File: src/rtl/wb_pkg.sv
// Shared types and sizes for the register-file write-back block.
// Latency: n/a (declarations only).
// Backpressure: n/a.
package wb_pkg;

    localparam int XLEN   = 32;
    localparam int NREG   = 32;
    localparam int REG_AW = $clog2(NREG);

    // Which path produced the write currently on the register-file port.
    typedef enum logic [1:0] {
        WB_NONE = 2'd0,
        WB_ALU  = 2'd1,
        WB_MEM  = 2'd2
    } wb_src_e;

    // One buffered load result: destination register plus data.
    typedef struct packed {
        logic [REG_AW-1:0] rd_addr;
        logic [XLEN-1:0]   rd_data;
    } wb_entry_t;

    localparam int WB_ENTRY_W = $bits(wb_entry_t);

endpackage : wb_pkg

File: src/rtl/wb_fifo.sv
// Small synchronous FIFO holding load results until the write port is free.
// Latency: an entry pushed at edge N is visible at head_o from cycle N+1.
// Backpressure: full_o stops the producer; a push while full is taken only with a pop.
module wb_fifo
    import wb_pkg::*;
#(
    parameter int DEPTH = 2,
    parameter int WIDTH = 5 + XLEN
) (
    input  logic             clock_i,
    input  logic             reset_ni,
    input  logic             push_i,
    input  logic [WIDTH-1:0] push_dat_i,
    input  logic             pop_i,
    output logic             full_o,
    output logic             empty_o,
    output logic [WIDTH-1:0] head_o
);

    localparam int AW = (DEPTH > 1) ? $clog2(DEPTH) : 1;

    logic [WIDTH-1:0] mem_q [DEPTH];
    logic [AW-1:0]    wr_ptr_q;
    logic [AW-1:0]    rd_ptr_q;
    logic [AW:0]      count_q;
    logic [AW:0]      count_d;
    logic             push_eff;
    logic             pop_eff;

    assign full_o   = (count_q == (AW+1)'(DEPTH));
    assign empty_o  = (count_q == '0);
    assign head_o   = mem_q[rd_ptr_q];

    // A push into a full FIFO is only legal when the head leaves in the same cycle.
    assign pop_eff  = pop_i && !empty_o;
    assign push_eff = push_i && (!full_o || pop_eff);

    // Occupancy next-state.
    always_comb begin
        count_d = count_q;
        if (push_eff && !pop_eff) begin
            count_d = count_q + (AW+1)'(1);
        end else if (pop_eff && !push_eff) begin
            count_d = count_q - (AW+1)'(1);
        end
    end

    // Pointers and occupancy; reset discards every in-flight entry.
    always_ff @(posedge clock_i or negedge reset_ni) begin
        if (!reset_ni) begin
            wr_ptr_q <= '0;
            rd_ptr_q <= '0;
            count_q  <= '0;
        end else begin
            if (push_eff) begin
                wr_ptr_q <= wr_ptr_q + AW'(1);
            end
            if (pop_eff) begin
                rd_ptr_q <= rd_ptr_q + AW'(1);
            end
            count_q <= count_d;
        end
    end

    // Storage needs no reset; occupancy decides what is valid.
    always_ff @(posedge clock_i) begin
        if (push_eff) begin
            mem_q[wr_ptr_q] <= push_dat_i;
        end
    end

endmodule : wb_fifo

File: src/rtl/regfile_writeback.sv
// Merges ALU and load results onto the single register-file write port; tracks pending loads.
// Latency: ALU result 1 cycle to rd_wren_o; load result 2 cycles (through the FIFO) when the port is free.
// Backpressure: alu_ready_o and mem_ready_o both drop while the load FIFO is full.
module regfile_writeback
    import wb_pkg::*;
#(
    parameter int MEM_FIFO_DEPTH = 2
) (
    input  logic              clock_i,
    input  logic              reset_ni,
    input  logic              alu_valid_i,
    output logic              alu_ready_o,
    input  logic [REG_AW-1:0] alu_rd_addr_i,
    input  logic [XLEN-1:0]   alu_rd_data_i,
    input  logic              mem_valid_i,
    output logic              mem_ready_o,
    input  logic [REG_AW-1:0] mem_rd_addr_i,
    input  logic [XLEN-1:0]   mem_rd_data_i,
    input  logic              issue_valid_i,
    input  logic              issue_load_i,
    input  logic [REG_AW-1:0] issue_rd_addr_i,
    input  logic [REG_AW-1:0] rs1_addr_i,
    input  logic [REG_AW-1:0] rs2_addr_i,
    output logic              rs1_busy_o,
    output logic              rs2_busy_o,
    output logic [REG_AW-1:0] rd_addr_o,
    output logic [XLEN-1:0]   rd_data_o,
    output logic              rd_wren_o
);

    wb_entry_t         fifo_in;
    wb_entry_t         fifo_head;
    logic              fifo_push;
    logic              fifo_pop;
    logic              fifo_full;
    logic              fifo_empty;

    wb_src_e           sel_src;

    logic              rd_wren_d;
    logic              rd_wren_q;
    logic [REG_AW-1:0] rd_addr_d;
    logic [REG_AW-1:0] rd_addr_q;
    logic [XLEN-1:0]   rd_data_d;
    logic [XLEN-1:0]   rd_data_q;
    wb_src_e           src_d;
    wb_src_e           src_q;

    logic [NREG-1:0]   busy_d;
    logic [NREG-1:0]   busy_q;
    logic              ld_clr;
    logic              ld_set;

    // Both producers stall on a full FIFO: the full FIFO owns the port that cycle.
    assign mem_ready_o = !fifo_full;
    assign alu_ready_o = !fifo_full;

    assign fifo_push       = mem_valid_i && mem_ready_o;
    assign fifo_in.rd_addr = mem_rd_addr_i;
    assign fifo_in.rd_data = mem_rd_data_i;

    wb_fifo #(
        .DEPTH (MEM_FIFO_DEPTH),
        .WIDTH (WB_ENTRY_W)
    ) u_load_fifo (
        .clock_i    (clock_i),
        .reset_ni   (reset_ni),
        .push_i     (fifo_push),
        .push_dat_i (fifo_in),
        .pop_i      (fifo_pop),
        .full_o     (fifo_full),
        .empty_o    (fifo_empty),
        .head_o     (fifo_head)
    );

    // Port arbitration: a full FIFO drains first so loads cannot starve,
    // otherwise a real ALU write wins, otherwise any buffered load goes.
    // An ALU result to x0 never claims the port.
    always_comb begin
        sel_src  = WB_NONE;
        fifo_pop = 1'b0;
        if (fifo_full) begin
            sel_src  = WB_MEM;
            fifo_pop = 1'b1;
        end else if (alu_valid_i && (alu_rd_addr_i != '0)) begin
            sel_src = WB_ALU;
        end else if (!fifo_empty) begin
            sel_src  = WB_MEM;
            fifo_pop = 1'b1;
        end
    end

    // Next write-port contents; an idle port (including a popped x0 load)
    // presents address 0 / data 0 so register-file forwarding stays harmless.
    always_comb begin
        rd_wren_d = 1'b0;
        rd_addr_d = '0;
        rd_data_d = '0;
        src_d     = WB_NONE;
        case (sel_src)
            WB_ALU: begin
                rd_wren_d = 1'b1;
                rd_addr_d = alu_rd_addr_i;
                rd_data_d = alu_rd_data_i;
                src_d     = WB_ALU;
            end
            WB_MEM: begin
                if (fifo_head.rd_addr != '0) begin
                    rd_wren_d = 1'b1;
                    rd_addr_d = fifo_head.rd_addr;
                    rd_data_d = fifo_head.rd_data;
                    src_d     = WB_MEM;
                end
            end
            default: begin
            end
        endcase
    end

    // Registered write port towards the register file.
    always_ff @(posedge clock_i or negedge reset_ni) begin
        if (!reset_ni) begin
            rd_wren_q <= 1'b0;
            rd_addr_q <= '0;
            rd_data_q <= '0;
            src_q     <= WB_NONE;
        end else begin
            rd_wren_q <= rd_wren_d;
            rd_addr_q <= rd_addr_d;
            rd_data_q <= rd_data_d;
            src_q     <= src_d;
        end
    end

    assign rd_wren_o = rd_wren_q;
    assign rd_addr_o = rd_addr_q;
    assign rd_data_o = rd_data_q;

    // A load write on the port this cycle retires its pending bit at the next edge.
    assign ld_clr = rd_wren_q && (src_q == WB_MEM);
    assign ld_set = issue_valid_i && issue_load_i && (issue_rd_addr_i != '0);

    // Pending-load scoreboard next-state; a new load to the same register overrides the retire.
    always_comb begin
        busy_d = busy_q;
        if (ld_clr) begin
            busy_d[rd_addr_q] = 1'b0;
        end
        if (ld_set) begin
            busy_d[issue_rd_addr_i] = 1'b1;
        end
    end

    // Scoreboard register.
    always_ff @(posedge clock_i or negedge reset_ni) begin
        if (!reset_ni) begin
            busy_q <= '0;
        end else begin
            busy_q <= busy_d;
        end
    end

    // A source being written by its load this cycle is already forwardable, so it is not busy.
    assign rs1_busy_o = (rs1_addr_i != '0) && busy_q[rs1_addr_i] &&
                        !(ld_clr && (rd_addr_q == rs1_addr_i));
    assign rs2_busy_o = (rs2_addr_i != '0) && busy_q[rs2_addr_i] &&
                        !(ld_clr && (rd_addr_q == rs2_addr_i));

endmodule : regfile_writeback

File: config.mk
export PLATFORM = sky130hd
export DESIGN_NAME = regfile_writeback
export DESIGN_NICKNAME = d
export VERILOG_FILES = /design/src/rtl/wb_pkg.sv /design/src/rtl/wb_fifo.sv /design/src/rtl/regfile_writeback.sv
export SDC_FILE = /design/constraint.sdc
export NUM_CORES = 1
export LEC_CHECK = 0
export ABC_AREA = 1
export CORE_MARGIN = 1.5
export CORE_UTILIZATION = 55
export CTS_CLUSTER_DIAMETER = 40
export DETAILED_ROUTE_END_ITERATION = 6
export GPL_ROUTABILITY_DRIVEN = 1
export MAX_ROUTING_LAYER = met4
export PLACE_DENSITY = 0.87
export SLEW_MARGIN = 40
export SYNTH_ARGS = -nofsm -noshare
export SYNTH_HDL_FRONTEND = slang
export SYNTH_SLANG_ARGS = --single-unit
File: constraint.sdc
create_clock -name clock_i -period 7 [get_ports clock_i]
set_input_delay 0.7 -clock clock_i [delete_from_list [all_inputs] [get_ports clock_i]]
set_output_delay 0.7 -clock clock_i [all_outputs]
set_load 0.02 [all_outputs]
==> results of run 1 <==
cell families after synthesis:
family | count (synthesis)
xor+xnor | 8
flops | 150
simple gates | 251
buf+inv | 95
fa+ha+maj | 1
compound gates | 106
mux | 33
how the worst min path moves through the flow:
stage               start             to  slack, ns  cells after the start
6_report         reset_ni      busy_q[2]       0.30                      1
5_1_grt          reset_ni      busy_q[2]       0.36                      1
4_1_cts          reset_ni  rd_data_o[18]       0.33                      1
3_5_place_dp   busy_q[23]     busy_q[23]       0.50                      2
3_3_place_gp   busy_q[26]     busy_q[26]       0.49                      2
2_1_floorplan    reset_ni      busy_q[0]       0.40                      0
cell usage in the layout (no fill, tap or decap), types with 3 or more instances in the layout:
cell | netlist | layout
nand4_1 | 10 | 10
clkdlybuf4s50_1 | 0 | 135
xor2_1 | 4 | 4
clkinvlp_4 | 0 | 3
dfrtp_1 | 76 | 75
nand2_1 | 155 | 155
nor2_1 | 22 | 20
mux2i_1 | 33 | 33
o21ai_0 | 63 | 63
bufinv_16 | 0 | 5
inv_6 | 0 | 3
buf_8 | 0 | 3
o21ai_2 | 28 | 28
clkbuf_16 | 0 | 17
o22ai_1 | 4 | 4
edfxtp_1 | 74 | 74
nor3_1 | 9 | 9
nand3_1 | 50 | 50
xnor2_1 | 4 | 4
a21oi_1 | 4 | 4
inv_1 | 67 | 67
report_power, final:
part / internal (uW) / switching, uW
clock network: 639 / 369
logic: 532 / 806
registers: 1240 / 161
total: 2410 / 1340
metrics by stage:
stage	instances	utilization	hold WS [ns]	cell area [sq um]
after CTS	939	0.740	0.331	8820
after floorplan	644	-	0.404	6660
after detailed placement	907	0.686	0.500	8170
final	939	0.740	0.304	8820
after global placement	903	0.679	0.492	8090
after global routing	939	0.740	0.355	8820
routing by layer:
metal,vias to the layer above,track usage,share of wire
met5,-,-,0
met4,0,0.118,0.029
met3,54,0.0819,0.081
met2,316,0.513,0.50
met1,2569,0.367,0.39
li1,2442,-,-
sequential cells by signal, indices dropped and copies added (netlist names):
name / cells
u_load_fifo.mem_q: 74
busy_q: 32
rd_data_o: 32
rd_addr_o: 5
src_q: 2
u_load_fifo.count_q: 2
rd_wren_o: 1
u_load_fifo.rd_ptr_q: 1
u_load_fifo.wr_ptr_q: 1
layout make-up:
| cell class | instances | area (sq um) | area share |
|---|---|---|---|
| clock buffer | 19 | 433 | 0.0491 |
| clock inverter | 13 | 219 | 0.0248 |
| inverter | 70 | 263 | 0.0298 |
| multi-input combinational | 399 | 2150 | 0.244 |
| sequential | 150 | 4130 | 0.468 |
| tap | 147 | 184 | 0.0209 |
| timing repair buffer | 141 | 1440 | 0.164 |
==> summary.md, run 1 <==
| Metric | Value |
|---|---|
| Initial antenna violation count | `0` |
| GR Util All Layers | `0.310` |
| Core ar. | `between 10000 and 15000 sq um` |
| Htree depth | `4` |
| Routed via count | `between 5000 and 6000` |
| Minimum clock period | `4.19 ns` |
| Main combinational cell family by area after synthesis | `simple AND/OR/NAND/NOR gates` |
| Clk Latency, worst-skew pair | `0.42 ns` |
| Synth Area in Simple Gates | `0.159` |
| Die X | `about 110 um` |
| Post-Synth XOR/XNOR Area | `0.0105` |
| Worst setup path start | `rs1_addr_i[0]` |
| Worst setup endpoint | `rs1_busy_o` |
| Place WS | `2.87 ns` |
| CTS Hold Buffers Added | `0` |
| Global-route wire length before repair | `~29 mm` |
| CTS buffer count | `17` |
| RSZ-0062 raised after global routing | `no` |
| Tightest Hold Check Type | `input pin to asynchronous set/reset pin` |
| CTS Buffer Depth | `2` |
| Fin crit share | `0.599` |
| Worst VDD drop | `about 300 uV` |
| PnR worst setup slack | `~2.8 ns` |
| Die outline height | `about 110 um` |
| Worst r2r src | `u_load_fifo.rd_ptr_q` |
| CP top delay family | `buffers and inverters` |
| CP Max Fanout | `20` |
| Residual DRC | `2` |
| Top post-synthesis cells by area | `edfxtp_1, dfrtp_1, nand2_1` |
| GPL Wtd Cong | `a little over 0.9` |
| Final Routed Wirelength | `about 18 mm` |
| FF-to-FF End | `rd_data_o[20]` |
| Initial Utilization | `0.559` |
| Crit-path cells | `clkdlybuf4s50_1 > inv_1 > nand2_1 > nand3_1 > nand2_1 > nand2_1 > nand2_1 > inv_1 > nand2_1 > nand2_1 > a21oi_1 > clkdlybuf4s50_1` |
| Vias in the first global route | `around 5600` |
| Setup CP Type | `input pin to output port` |
| Synth Area in Adders | `0.00188` |
| Critical path depth | `12` |
| # IOs | `137` |
| Crit path max-delay cell type | `clkdlybuf4s50_1` |
| Register area share after synthesis | `0.619` |
| Relative slew slack | `0.518` |
| Remaining antenna violation count | `0` |
| CTS root buf | `clkbuf_16` |
| Wire per inst | `19.3 um` |
| Pre-Repair DR Iteration Count | `7` |
| Total grt overflow | `0` |
| P&R area growth vs syn | `32.4%` |
| Buffers plus inverters on the worst setup path | `4` |
| Most used cell, CP | `nand2_1` |
| Worst Clk Skew | `0.00761 ns` |
| Synth Area in Compound Gates | `0.100` |
| Share of the synthesized area in the top cell type | `0.334` |
| Failing checks | `DRC` |
| Max cap viols | `0` |
| Crit end category | `output port` |
| Total power | `between 3000 and 4000 uW` |
| Share of flip-flops with an asynchronous set or reset | `0.507` |
| Synthesis Warnings | `0` |
| Clock-pin slew on the worst setup and hold paths | `about 0.060 ns` |
| Post-synth top area cell | `edfxtp_1` |
| Post-synthesis register bit count | `150` |
| Mapped Cells | `644` |
| CP Data Arrival Time | `3.49 ns` |
| Worst-Margin Slew | `between 0.7 and 0.8 ns` |
| Fill cell count | `around 760` |
| Syn_area_per_cell | `~10 sq um` |
| Antenna diodes | `0` |
| F_max | `between 200 and 250 MHz` |
| Final setup vio count | `0` |
| # resized after CTS | `0` |
| Setup bufs post-CTS | `0` |
| Status | `finished with violations` |
| Post-DP HPWL | `11.8 mm` |
| Portion of netlist area occupied by mux cells | `0.0496` |
| Mapped Nets | `740` |
| Worst Reg-to-Reg Cells | `8` |
| Rows | `40` |
| Final hold viol count | `0` |
| 1st-iter DRT viols | `around 530` |
| Die area | `12800 sq um` |
| Buffers on Ports | `approximately 140` |
| Top-count cell post-synth | `nand2_1` |
| Pin count of the biggest net entering global routing | `between 70 and 80` |
| Post-synth EDFFs | `74` |
| Pwr per Cell Area | `425 nW/um^2` |
| Max-slew violations | `0` |
| Layout cells sized above 1 | `0.0934` |
| # nets final | `875` |
| Routed vias/inst | `about 5.7` |
| Unique cell type count in the Yosys netlist | `32` |
| Req. time, crit path | `approximately 6.3 ns` |
| Top cells by count, synth | `nand2_1, dfrtp_1, edfxtp_1, inv_1, o21ai_0` |
| R2R setup slack | `4.60 ns` |
| Delay of the slowest cell on the worst path | `about 0.93 ns` |
| Post-Syn Area | `between 6000 and 7000 sq um` |
| Setup TNS Final | `0 ns` |
| CTS tree | `yes` |
| Leakage power | `approximately 0.0037 uW` |
| Crit path launch type | `input pin` |
| Clock sinks | `150` |
| Main flop type after synthesis | `dfrtp_1` |
No activity file was read; power rests on OpenSTA's default activity.
==> inputs of run 2 (changes only) <==
Settings changed: CORE_UTILIZATION 55 to 51, PLACE_DENSITY 0.87 to 0.82.
Clock period 7 ns to 4.2 ns, I/O delays scaled along.
==> run 2 against run 1 <==
  * The run now ends clean
  * Flip-flop and latch count unchanged
  * Register-to-register slack got worse by 2.9 ns
  * Worst hold slack got worse by 0.27 ns
  * Setup slack worse by 1.8 ns
  * Combinational power up 68%
  * Sequential power up 66%
  * Die area up 7.6%
  * Utilization decreased by 4.9 points
  * First-iteration DRC count fell by 6.8%
  * Critical path depth increased by 1
  * Critical endpoint is now rs2_busy_o
  * Largest cell class unchanged
==> summary.md, run 2 (same netlist as run 1, synthesis figures left out) <==
| Metric | Value |
|---|---|
| Status | `completed` |
| Htree depth | `4` |
| Leakage power | `0.00369 uW` |
| Routed vias/inst | `about 5.6` |
| Die X | `117 um` |
| Max cap viols | `0` |
| Routed via count | `about 5400` |
| Die area | `13800 sq um` |
| # nets final | `approximately 880` |
| Max-slew violations | `0` |
| Req. time, crit path | `around 3.8 ns` |
| Most flops, register | `u_load_fifo.mem_q` |
| Buffers on Ports | `approximately 140` |
| # IOs | `137` |
| Largest register FFs | `74` |
| Setup CP Type | `input pin to output port` |
| # resized after CTS | `0` |
| Remaining antenna violation count | `0` |
| Worst VDD drop | `464 uV` |
| Initial Utilization | `0.526` |
| Most frequent cells in the layout | `nand2_1, clkdlybuf4s50_1, dfrtp_1` |
| Fill cell count | `around 910` |
| Initial antenna violation count | `0` |
| Total grt overflow | `0` |
| Delay of the slowest cell on the worst path | `~0.64 ns` |
| Pin count of the biggest net entering global routing | `77` |
| Most used cell, CP | `nand2_1` |
| PnR worst setup slack | `1.03 ns` |
| CTS tree | `yes` |
| Crit path launch type | `input pin` |
| P&R area growth vs syn | `31.6%` |
| Antenna diodes | `0` |
| Place WS | `around 1.1 ns` |
| Final Core Density | `0.692` |
| Wire per inst | `19.6 um` |
| Final std cells w/o fill | `about 960` |
| Total power | `between 6000 and 7000 uW` |
| Final hold viol count | `0` |
| Fin crit share | `0.754` |
| CP Data Arrival Time | `2.75 ns` |
| Residual DRC | `0` |
| Vias in the first global route | `5571` |
| RSZ-0062 raised after global routing | `no` |
| Most common cell after layout, fill and taps aside | `nand2_1` |
| Die outline height | `around 120 um` |
| Crit path max-delay cell type | `clkdlybuf4s50_1` |
| Tightest Hold Check Type | `input pin to asynchronous set/reset pin` |
| Clk Latency, worst-skew pair | `slightly above 0.4 ns` |
| CTS Buffer Depth | `2` |
| Worst-Margin Slew | `around 0.7 ns` |
| GR Util All Layers | `0.297` |
| # placed instances | `932` |
| Minimum clock period | `approximately 3.2 ns` |
| Pwr per Cell Area | `697 nW/um^2` |
| Relative slew slack | `0.532` |
| Pre-Repair DR Iteration Count | `6` |
| Final setup vio count | `0` |
| CTS root buf | `clkbuf_16` |
| F_max | `316 MHz` |
| Crit-path cells | `clkdlybuf4s50_1 > buf_4 > inv_1 > nand2_1 > nand3_1 > nand2_1 > nand2_1 > nand2_1 > inv_1 > nand2_1 > nand2_1 > a21oi_1 > clkdlybuf4s50_1` |
| Rows | `a little over 40` |
| Post-DP HPWL | `between 10 and 15 mm` |
| Core ar. | `12700 sq um` |
| Clock-pin slew on the worst setup and hold paths | `around 0.060 ns` |
| Final Routed Wirelength | `18.9 mm` |
| Setup TNS Final | `0 ns` |
| Crit end category | `output port` |
| Worst Clk Skew | `~0.0059 ns` |
| CP Max Fanout | `20` |
| CTS buffer count | `17` |
| Layout cells sized above 1 | `0.0909` |
| Clock sinks | `150` |
| 1st-iter DRT viols | `approximately 500` |
| Setup bufs post-CTS | `0` |
| GPL Wtd Cong | `0.957` |
| CTS Hold Buffers Added | `0` |
| Global-route wire length before repair | `roughly 29 mm` |
run 2: cell count changes in the layout (fill, tap and decap cells not counted), sizes merged:
cell / previous run / this run
clkbuf: 19 / 21
inv: 73 / 70
clkinv: 2 / 5
bufinv: 5 / 3
run 2: worst max-delay path: cells and delay by family:
kind	cells	cell delay (ns)
AOI/OAI and AO/OA	1	0.15
buffers and inverters	5	1.66
and+or+nand+nor	7	0.52
run 2: final timing paths:
check / from / to / slack (ns) / cells after the start
max: rs2_addr_i[0] / rs2_busy_o / 1.03 / 13
min: reset_ni / rd_data_o[8] / 0.03 / 1
max reg2reg: u_load_fifo.rd_ptr_q / rd_data_o[9] / 1.67 / 8
min reg2reg: busy_q[9] / busy_q[9] / 0.52 / 2
max in group asynchronous: reset_ni / u_load_fifo.rd_ptr_q / 3.68 / 1
min in group clock_i: busy_q[9] / busy_q[9] / 0.52 / 2
run 2: where the power goes:
part           total, uW  internal (uW)  switching [uW]
Clock               1520            938             583
Combinational       2250            860            1390
Sequential          2330           2060             271
Total               6110           3860            2250
run 2: through the flow:
| step | cell area (sq um) | hold WS (ns) |
|---|---|---|
| 5_1_grt | 8760 | 0.0836 |
| 3_5_place_dp | 8170 | 0.496 |
| 4_1_cts | 8760 | 0.0570 |
| 3_3_place_gp | 8140 | 0.495 |
| 2_1_floorplan | 6660 | 0.124 |
| 6_report | 8760 | 0.0314 |
run 2: cell type report:
type	instances	area (sq um)	share of cell area
flip-flops and latches	150	4130	0.471
clock inverters	11	153	0.0174
multi-input cells	399	2150	0.246
well taps	172	215	0.0246
clock buffers	21	440	0.0502
repair buffers	141	1420	0.161
inverters	70	263	0.0300
run 2: layer usage:
metal	GRT usage	wire (um)
met1	0.357	7360
met2	0.472	9240
met3	0.0731	1600
met4	0.145	716
met5	-	0
==> inputs of run 3 (changes only) <==
Clock period 4.2 ns to 3 ns, I/O delays scaled along.
==> run 3 against run 2 <==
  * Global-route usage is 3.2 points lower
  * Total power is 36% higher
  * Die area stayed put
  * Combinational power up 33%
  * Register-to-register slack worse by 0.86 ns
  * Non-clock buffer count up 4
  * Sequential share of layout area rose by 0.10 points
  * Clock power increased by 31%
  * Worst hold slack gained 0.42 ns
  * Critical path type unchanged
  * Highest routed layer unchanged
==> summary.md, run 3 (same netlist as run 1, synthesis figures left out) <==
| Metric | Value |
|---|---|
| Status | `completed` |
| Htree depth | `4` |
| Worst r2r src | `u_load_fifo.rd_ptr_q` |
| Final hold viol count | `0` |
| Setup bufs post-CTS | `0` |
| GPL Wtd Cong | `slightly above 0.9` |
| Uppermost layer routed | `met4` |
| Initial antenna violation count | `0` |
| Worst setup path start | `rs2_addr_i[1]` |
| Most flops, register | `u_load_fifo.mem_q` |
| Pin count of the biggest net entering global routing | `77` |
| # resized after CTS | `0` |
| Fin crit share | `0.886` |
| Routed via count | `around 5200` |
| CTS root buf | `clkbuf_16` |
| Worst-Margin Slew | `between 0.7 and 0.8 ns` |
| Pwr per Cell Area | `947 nW/um^2` |
| Relative slew slack | `0.524` |
| Setup CP Type | `input pin to output port` |
| R2R setup slack | `0.81 ns` |
| Final Routed Wirelength | `16.6 mm` |
| Minimum clock period | `roughly 2.7 ns` |
| CTS buffer count | `17` |
| RSZ-0062 raised after global routing | `no` |
| Worst Reg-to-Reg Cells | `7` |
| Total grt overflow | `0` |
| Rows | `41` |
| Worst VDD drop | `586 uV` |
| Worst Clk Skew | `0.00642 ns` |
| Most common cell after layout, fill and taps aside | `nand2_1` |
| Setup TNS Final | `0 ns` |
| CP Data Arrival Time | `about 2.4 ns` |
| Req. time, crit path | `about 2.7 ns` |
| Vias in the first global route | `between 5000 and 6000` |
| Wire per inst | `~17 um` |
| Clock sinks | `150` |
| Die outline height | `117 um` |
| Post-DP HPWL | `between 10 and 15 mm` |
| WL met3 | `1.43 mm` |
| Worst setup endpoint | `rs2_busy_o` |
| FF-to-FF End | `rd_data_o[31]` |
| CP Max Fanout | `8` |
| GR Util All Layers | `0.265` |
| F_max | `between 300 and 400 MHz` |
| Final Core Density | `0.690` |
| Metal1 wirelength | `6.62 mm` |
| Met2 wire length | `between 8 and 9 mm` |
| Die X | `117 um` |
| Most frequent cells in the layout | `nand2_1, clkdlybuf4s50_1, dfrtp_1` |
| Largest register FFs | `74` |
| CTS tree | `yes` |
| Residual DRC | `0` |
| Clk Latency, worst-skew pair | `just over 0.4 ns` |
| Pre-Repair DR Iteration Count | `5` |
| Hold_sp | `alu_rd_data_i[5]` |
| # IOs | `around 140` |
| Crit path launch type | `input pin` |
| CTS Hold Buffers Added | `1` |
| Tightest Hold Check Type | `input pin to flip-flop` |
| Die area | `13800 sq um` |
| Worst hold margin | `about 0.45 ns` |
| Global-route wire length before repair | `roughly 26 mm` |
| Remaining antenna violation count | `0` |
| Leakage power | `approximately 0.0037 uW` |
| Fill cell count | `916` |
| Max cap viols | `0` |
| Clock-pin slew on the worst setup and hold paths | `about 0.06 ns` |
| 1st-iter DRT viols | `387` |
| Max-slew violations | `0` |
| Core ar. | `12700 sq um` |
| Initial Utilization | `0.526` |
| Antenna diodes | `0` |
| Layout cells sized above 1 | `0.0918` |
| Routed vias/inst | `roughly 5.4` |
| Final setup vio count | `0` |
| Crit end category | `output port` |
| Total power | `between 8000 and 9000 uW` |
| CTS Buffer Depth | `2` |
| P&R area growth vs syn | `31.3%` |
| Buffers on Ports | `around 140` |
| # nets final | `879` |
## run 3: cell count changes in the layout (fill, tap and decap cells not counted), sizes merged
| cell | change |
|---|---|
| inv | -1 |
| clkinv | +2 |
| bufinv | -1 |
| clkinvlp | -1 |
| buf | +3 |
| dlygate4sd3 | +1 |
## run 3: critical path: stages
cell and delay [ns]:
clkdlybuf4s50_1 0.54, inv_1 0.31, nand3_1 0.12, nand2_1 0.08, nand2_1 0.05, nand2_1 0.06, inv_1 0.04, nand2_1 0.06
nand2_1 0.05, a21oi_1 0.13, clkdlybuf4s50_1 0.61
## run 3: where the power goes
group / internal, uW / switching [uW] / total (uW)
clock: 1230 / 763 / 1990
sequential: 2890 / 410 / 3300
combinational: 1200 / 1790 / 2990
## run 3: metrics by stage
stage	cell area (sq um)	setup WS, ns	instances
after global placement	8180	0.354	935
after global routing	8750	0.144	967
final	8750	0.341	967
after CTS	8750	0.339	967
after floorplan	6660	0.185	644
after detailed placement	8180	0.344	935
## run 3: worst min-delay path by stage
| stage | to | slack (ns) | cells past startpoint |
|---|---|---|---|
| global route | rd_data_o[21] | 0.44 | 3 |
| global placement | rd_data_o[7] | 0.49 | 1 |
| floorplan | busy_q[0] | 0.004 | 0 |
| CTS | rd_data_o[5] | 0.43 | 3 |
| detailed placement | rd_data_o[7] | 0.38 | 1 |
| finish | rd_data_o[5] | 0.45 | 3 |
## run 3: layer usage
layer	global-route usage	vias to the layer above
met5	-	-
met4	0.0827	0
met3	0.0716	22
met1	0.322	2486
met2	0.435	263
li1	-	2457
## run 3: layout make-up
cell class	instances	area [sq um]	share of cell area
repair buffers	145	1430	0.164
clock buffers	21	450	0.0515
well taps	172	215	0.0246
clock inverters	10	106	0.0122
multi-input cells	399	2150	0.246
inverters	70	263	0.0300
flip-flops and latches	150	4130	0.472
==> patch 1: new RTL, settings of run 3 <==
The package constant `NREG` goes from 32 to 64.
--- a/src/rtl/wb_pkg.sv
+++ b/src/rtl/wb_pkg.sv
@@ -4,7 +4,7 @@
 package wb_pkg;
 
     localparam int XLEN   = 32;
-    localparam int NREG   = 32;
+    localparam int NREG   = 64;
     localparam int REG_AW = $clog2(NREG);
 
     // Which path produced the write currently on the register-file port.
Interface: changed (6 resized); port bits go from 137 to 143. The function was not compared with the original's and may differ.
==> patch 1 against run 3 <==
Total power up 20%; utilization fell by 3.4 points; worst setup slack lost 100 ps; clock power is 17% higher; die area increased by 33%; count of clock-buffer cells in the layout is 2 lower; sequential cell count rose by 35; design area up 29%; wire length rose by 52%; first-iteration DRC count rose by 68%; synthesized area is 34% higher.
==> patch 1: results (changes against run 3) <==
metric,value,unit,change
cts bufs inserted,17,,unchanged
vias in the first global route,7647,,+46%
via/cell ratio,5.62,,+4.0%
Cell Count Post-Placement,1323,,+41%
R2R cell count,8,,+1
Synth Net Count,1074,,+45%
GPL Wtd Cong,0.909,,-0.27%
compound-cell area share of the yosys netlist,11.1,%,+1.1 points
RR Startpoint,u_load_fifo.rd_ptr_q,,
worst rel slew slack,54.7,%,+2.3 points
dominant cells by area after synthesis,"dfrtp_1, edfxtp_1, nand2_1",,
Avg Inst Size Synth,9.15,um^2,-12%
CTS root buf,clkbuf_16,,
antenna cells,0,,unchanged
FF-to-FF End,rd_data_o[6],,
post-cts resize count,0,,unchanged
max FFs per register,76,,+2.7%
antenna violations before repair,0,,unchanged
async set-reset flop share out of synthesis,58.9,%,+8.3 points
cts hold-fix bufs,1,,unchanged
H-tree levels,4,,unchanged
hold_ws,428,ps,-18.6 ps
Synth Area in Adders,0.140,%,-0.047 points
Iteration-0 DRC Markers,651,,+68%
Post-synth EDFFs,76,,+2.7%
post-placement setup slack,232,ps,-112 ps
internal power,6.24,mW,+17%
Max IR drop VDD,0.000588,V,+0.39%
Worst Skew,9.86,ps,+3.44 ps
Synth cell types,31,,-3.1%
share of cells above drive strength 1,8.58,%,-0.61 points
CP Max Fanout,36,,+28
largest net degree at the start of global routing,61,,-21%
crit path DAT,2460,ps,+100 ps
Worst Hold Launch,alu_rd_data_i[8],,
first-pass GRT wire length,40100,um,+52%
largest area contributor in the netlist,dfrtp_1,,
Setup Viol. Count Final,0,,unchanged
IO Port Bufs,142,,+4.4%
Synth Area in XOR/XNOR,1.28,%,+0.23 points
Hold Crit Endpoint,rd_data_o[8],,
DP HPWL,17700,um,+52%
fin cells,1356,,+40%
Synth top cells by count,"nand2_1, o21ai_0, inv_1",,
run status,"finished, final reports clean",,
Worst Hold Depth,3,,unchanged
Hold Path Class,in2reg,,
Routed wire per std cell,18.7,um,+8.5%
overall routing resource usage,29.6,%,+3.1 points
mux contribution to synthesized area,3.82,%,-1.1 points
Tcrit/Tclk final,92.1,%,+3.4 points
Clock Latency Late Sink,420,ps,
Leak,4.85,nW,+32%
Final #Nets,1219,,+39%
drt pass-1 iters,5,,unchanged
register area share after synthesis,56.3,%,-5.7 points
Worst R2R Setup Slack,880,ps,+70 ps
-- patch 1: cell types whose count changed in the layout (fill, tap and decap cells not counted), sizes merged, moves of 3 or more --
cell                  run 3  this run
buf                       9        27
clkdlybuf4s50           135       141
clkinv                    7         4
dfrtp                    76       109
inv                      69       119
nand2                   157       237
nand3                    50        97
nor2                     23        43
nor3                      9        18
o21ai                    91       161
xor2                      4        10
-- patch 1: cells by family (layout without fill, tap and decap cells) --
logic type / Yosys count / count (layout)
AND/OR/NAND/NOR: 409 / 409
flip-flops: 185 / 185
AO/OA/AOI/OAI: 174 / 174
buffers and inverters: 157 / 315
multiplexers: 34 / 34
XOR/XNOR: 13 / 13
adder cells (fa/ha/maj): 1 / 1
-- patch 1: layer usage --
layer | vias to the layer above | part of all wire, % | wire [um] | track usage [%]
met3 | 47 | 10 | 2570 | 5.91
met2 | 466 | 48 | 12200 | 46.8
met5 | - | 0 | 0 | -
met4 | 0 | 2.7 | 675 | 11.2
met1 | 3592 | 39 | 9870 | 38.0
li1 | 3518 | - | - | -
-- patch 1: worst max path at each step --
| stage | start | endpoint | cells after the start |
|---|---|---|---|
| 2_1_floorplan | u_load_fifo.count_q[0] | u_load_fifo.mem_q[1][0] | 4 |
| 3_3_place_gp | rs2_addr_i[0] | rs2_busy_o | 13 |
| 3_5_place_dp | rs2_addr_i[0] | rs2_busy_o | 12 |
| 4_1_cts | rs2_addr_i[0] | rs2_busy_o | 12 |
| 5_1_grt | rs2_addr_i[0] | rs2_busy_o | 11 |
| 6_report | rs2_addr_i[0] | rs2_busy_o | 11 |
-- patch 1: cell type report --
type                       count  area (um^2)
clock buffer                  19          443
tap                          225          282
sequential                   185         5010
inverter                     114          428
fill                        1361         5900
clock inverter                13          166
timing repair buffer         169         1700
multi-input combinational    631         3250
-- patch 1: worst max-delay path: stages --
cell             delay (ps)
clkdlybuf4s50_1         480
buf_4                   340
o21ai_0                 120
o21ai_0                 180
nor2_1                   60
nor2_1                  110
nor2_1                   50
nor2_1                   90
nor2_1                   40
nor2_1                   70
clkdlybuf4s50_1         600
-- patch 1: power groups by stage --
stage	clock network, mW	registers (mW)	logic [mW]
CTS	2.34	4.02	3.54
floorplan	0	4.11	2.02
global placement	0	4.02	3.41
detailed placement	0	4.04	3.50
global route	2.44	4.10	3.88
finish	2.33	4.04	3.56
-- patch 1: stage by stage --
stage | utilization [%] | area, um^2
floorplan | - | 8910
global placement | 62.0 | 10700
detailed placement | 62.0 | 10700
CTS | 65.6 | 11300
global route | 65.6 | 11300
finish | 65.6 | 11300
==> patch 2: new RTL, flow settings as in run 3 <==
Without the edit above. Reset style: synchronous (`reset_ni`), changed in 3 clocked blocks.
--- a/src/rtl/wb_fifo.sv
+++ b/src/rtl/wb_fifo.sv
@@ -46,7 +46,7 @@
     end
 
     // Pointers and occupancy; reset discards every in-flight entry.
-    always_ff @(posedge clock_i or negedge reset_ni) begin
+    always_ff @(posedge clock_i) begin
         if (!reset_ni) begin
             wr_ptr_q <= '0;
             rd_ptr_q <= '0;
--- a/src/rtl/regfile_writeback.sv
+++ b/src/rtl/regfile_writeback.sv
@@ -118,7 +118,7 @@
     end
 
     // Registered write port towards the register file.
-    always_ff @(posedge clock_i or negedge reset_ni) begin
+    always_ff @(posedge clock_i) begin
         if (!reset_ni) begin
             rd_wren_q <= 1'b0;
             rd_addr_q <= '0;
@@ -152,7 +152,7 @@
     end
 
     // Scoreboard register.
-    always_ff @(posedge clock_i or negedge reset_ni) begin
+    always_ff @(posedge clock_i) begin
         if (!reset_ni) begin
             busy_q <= '0;
         end else begin
Behaviour: differs if reset_ni is asserted again (counterexample within 4 cycles, from zero or initial values and one cycle with reset_ni low); with reset_ni held inactive, the same outputs for 4 cycles.
==> patch 2 against run 3 <==
Wire length rose by 5.4%; maximum frequency is 1.2% higher; critical endpoint is now rs1_busy_o; highest routed layer unchanged; sequential cell count up 1; first-iteration DRC count rose by 19%; design area rose by 3.2%; utilization decreased by 0.60 points; total power is 21% lower; clock skew up 2.1 ps; worst setup slack gained 32 ps; final cell count grew 9.1%; synthesized area grew 3.2%.
==> patch 2: results (changes against run 3) <==
metric,value,unit,change
run status,"finished, final reports clean",,
share of cells above drive strength 1,17.5,%,+8.3 points
Synth cell types,32,,unchanged
crit path DAT,2330,ps,-30 ps
Final #Nets,962,,+9.4%
Layout fillers,1015,,+11%
clock buffers,23,,+9.5%
Signal buffers,148,,+2.1%
Clock-cell share,7.00,%,+0.64 points
Clock Latency Late Sink,430,ps,+20 ps
first-pass GRT wire length,27900,um,+6.2%
FF-to-FF End,rd_data_o[11],,
Hold Crit Endpoint,rd_data_o[18],,
overall routing resource usage,26.4,%,-0.11 points
clock share of power,34.7,%,+11 points
synth warn,0,,unchanged
vias after detailed routing,5646,,+8.0%
DP HPWL,12100,um,+3.9%
top_reg_cell synth,dfxtp_1,,
async set-reset flop share out of synthesis,0,%,-51 points
critical path capture point,rs1_busy_o,,
Non-clk invs,75,,+7.1%
Clock Sink Count,151,,+0.67%
routed wire length,17500,um,+5.4%
WL met1,7010,um,+5.9%
vias in the first global route,5497,,+4.8%
met2 layer usage reported by global route,43.4,%,-0.14 points
Iteration-0 DRC Markers,462,,+19%
dominant cells by area after synthesis,"edfxtp_1, dfxtp_1, nand2_1",,
Multi-In Gates,473,,+19%
Worst Hold Launch,alu_rd_data_i[18],,
P_seq,2.59,mW,-22%
Worst Setup SP,rs1_addr_i[1],,
met3 WL post-DR,1210,um,-16%
register area,0.00376,mm^2,-8.7%
Slew @ Worst Pin,603,ps,-111 ps
Worst R2R Setup Slack,1060,ps,+250 ps
Worst path top cell family by delay,buffers and inverters,,
register area share after synthesis,54.7,%,-7.2 points
GR Util met1,30.4,%,-1.8 points
Sw Share,28.8,%,-7.0 points
fraction of area in multi-input gates,29.4,%,+4.7 points
largest net degree at the start of global routing,53,,-31%
internal power,4.67,mW,-12%
metal2 WL,8820,um,+5.5%
Synth Net Count,828,,+12%
Synth top cells by count,"nand2_1, dfxtp_1, edfxtp_1",,
Max IR drop VDD,0.000501,V,-14%
CP Max Fanout,10,,+2
Signal buf overhead,16.4,%,-0.021 points
Worst Skew,8.56,ps,+2.14 ps
Leak,3.37,nW,-8.6%
GPL Wtd Cong,0.949,,+4.0%
CP max stage delay,630,ps,+20 ps
[patch 2: logic make-up after synthesis]
| logic type | synth area share (%) |
|---|---|
| AND/OR/NAND/NOR | 21.7 |
| flip-flops | 54.7 |
| AO/OA/AOI/OAI | 10.5 |
| buffers and inverters | 6.97 |
| multiplexers | 5.38 |
| XOR/XNOR | 0.509 |
| adder cells (fa/ha/maj) | 0.182 |
[patch 2: stage by stage]
step / hold WS [ps] / instance area (um^2) / worst slack, ps / std cells
CTS: 432 / 9020 / 378 / 1055
global route: 439 / 9020 / 189 / 1055
detailed placement: 456 / 8390 / 385 / 1023
floorplan: 399 / 6880 / 209 / 732
finish: 437 / 9020 / 373 / 1055
global placement: 436 / 8390 / 417 / 1023
[patch 2: tightest hold or removal path, cell delays in order]
cell             delay [ps]
clkdlybuf4s50_1         390
nand2_1                  80
a21oi_2                  50
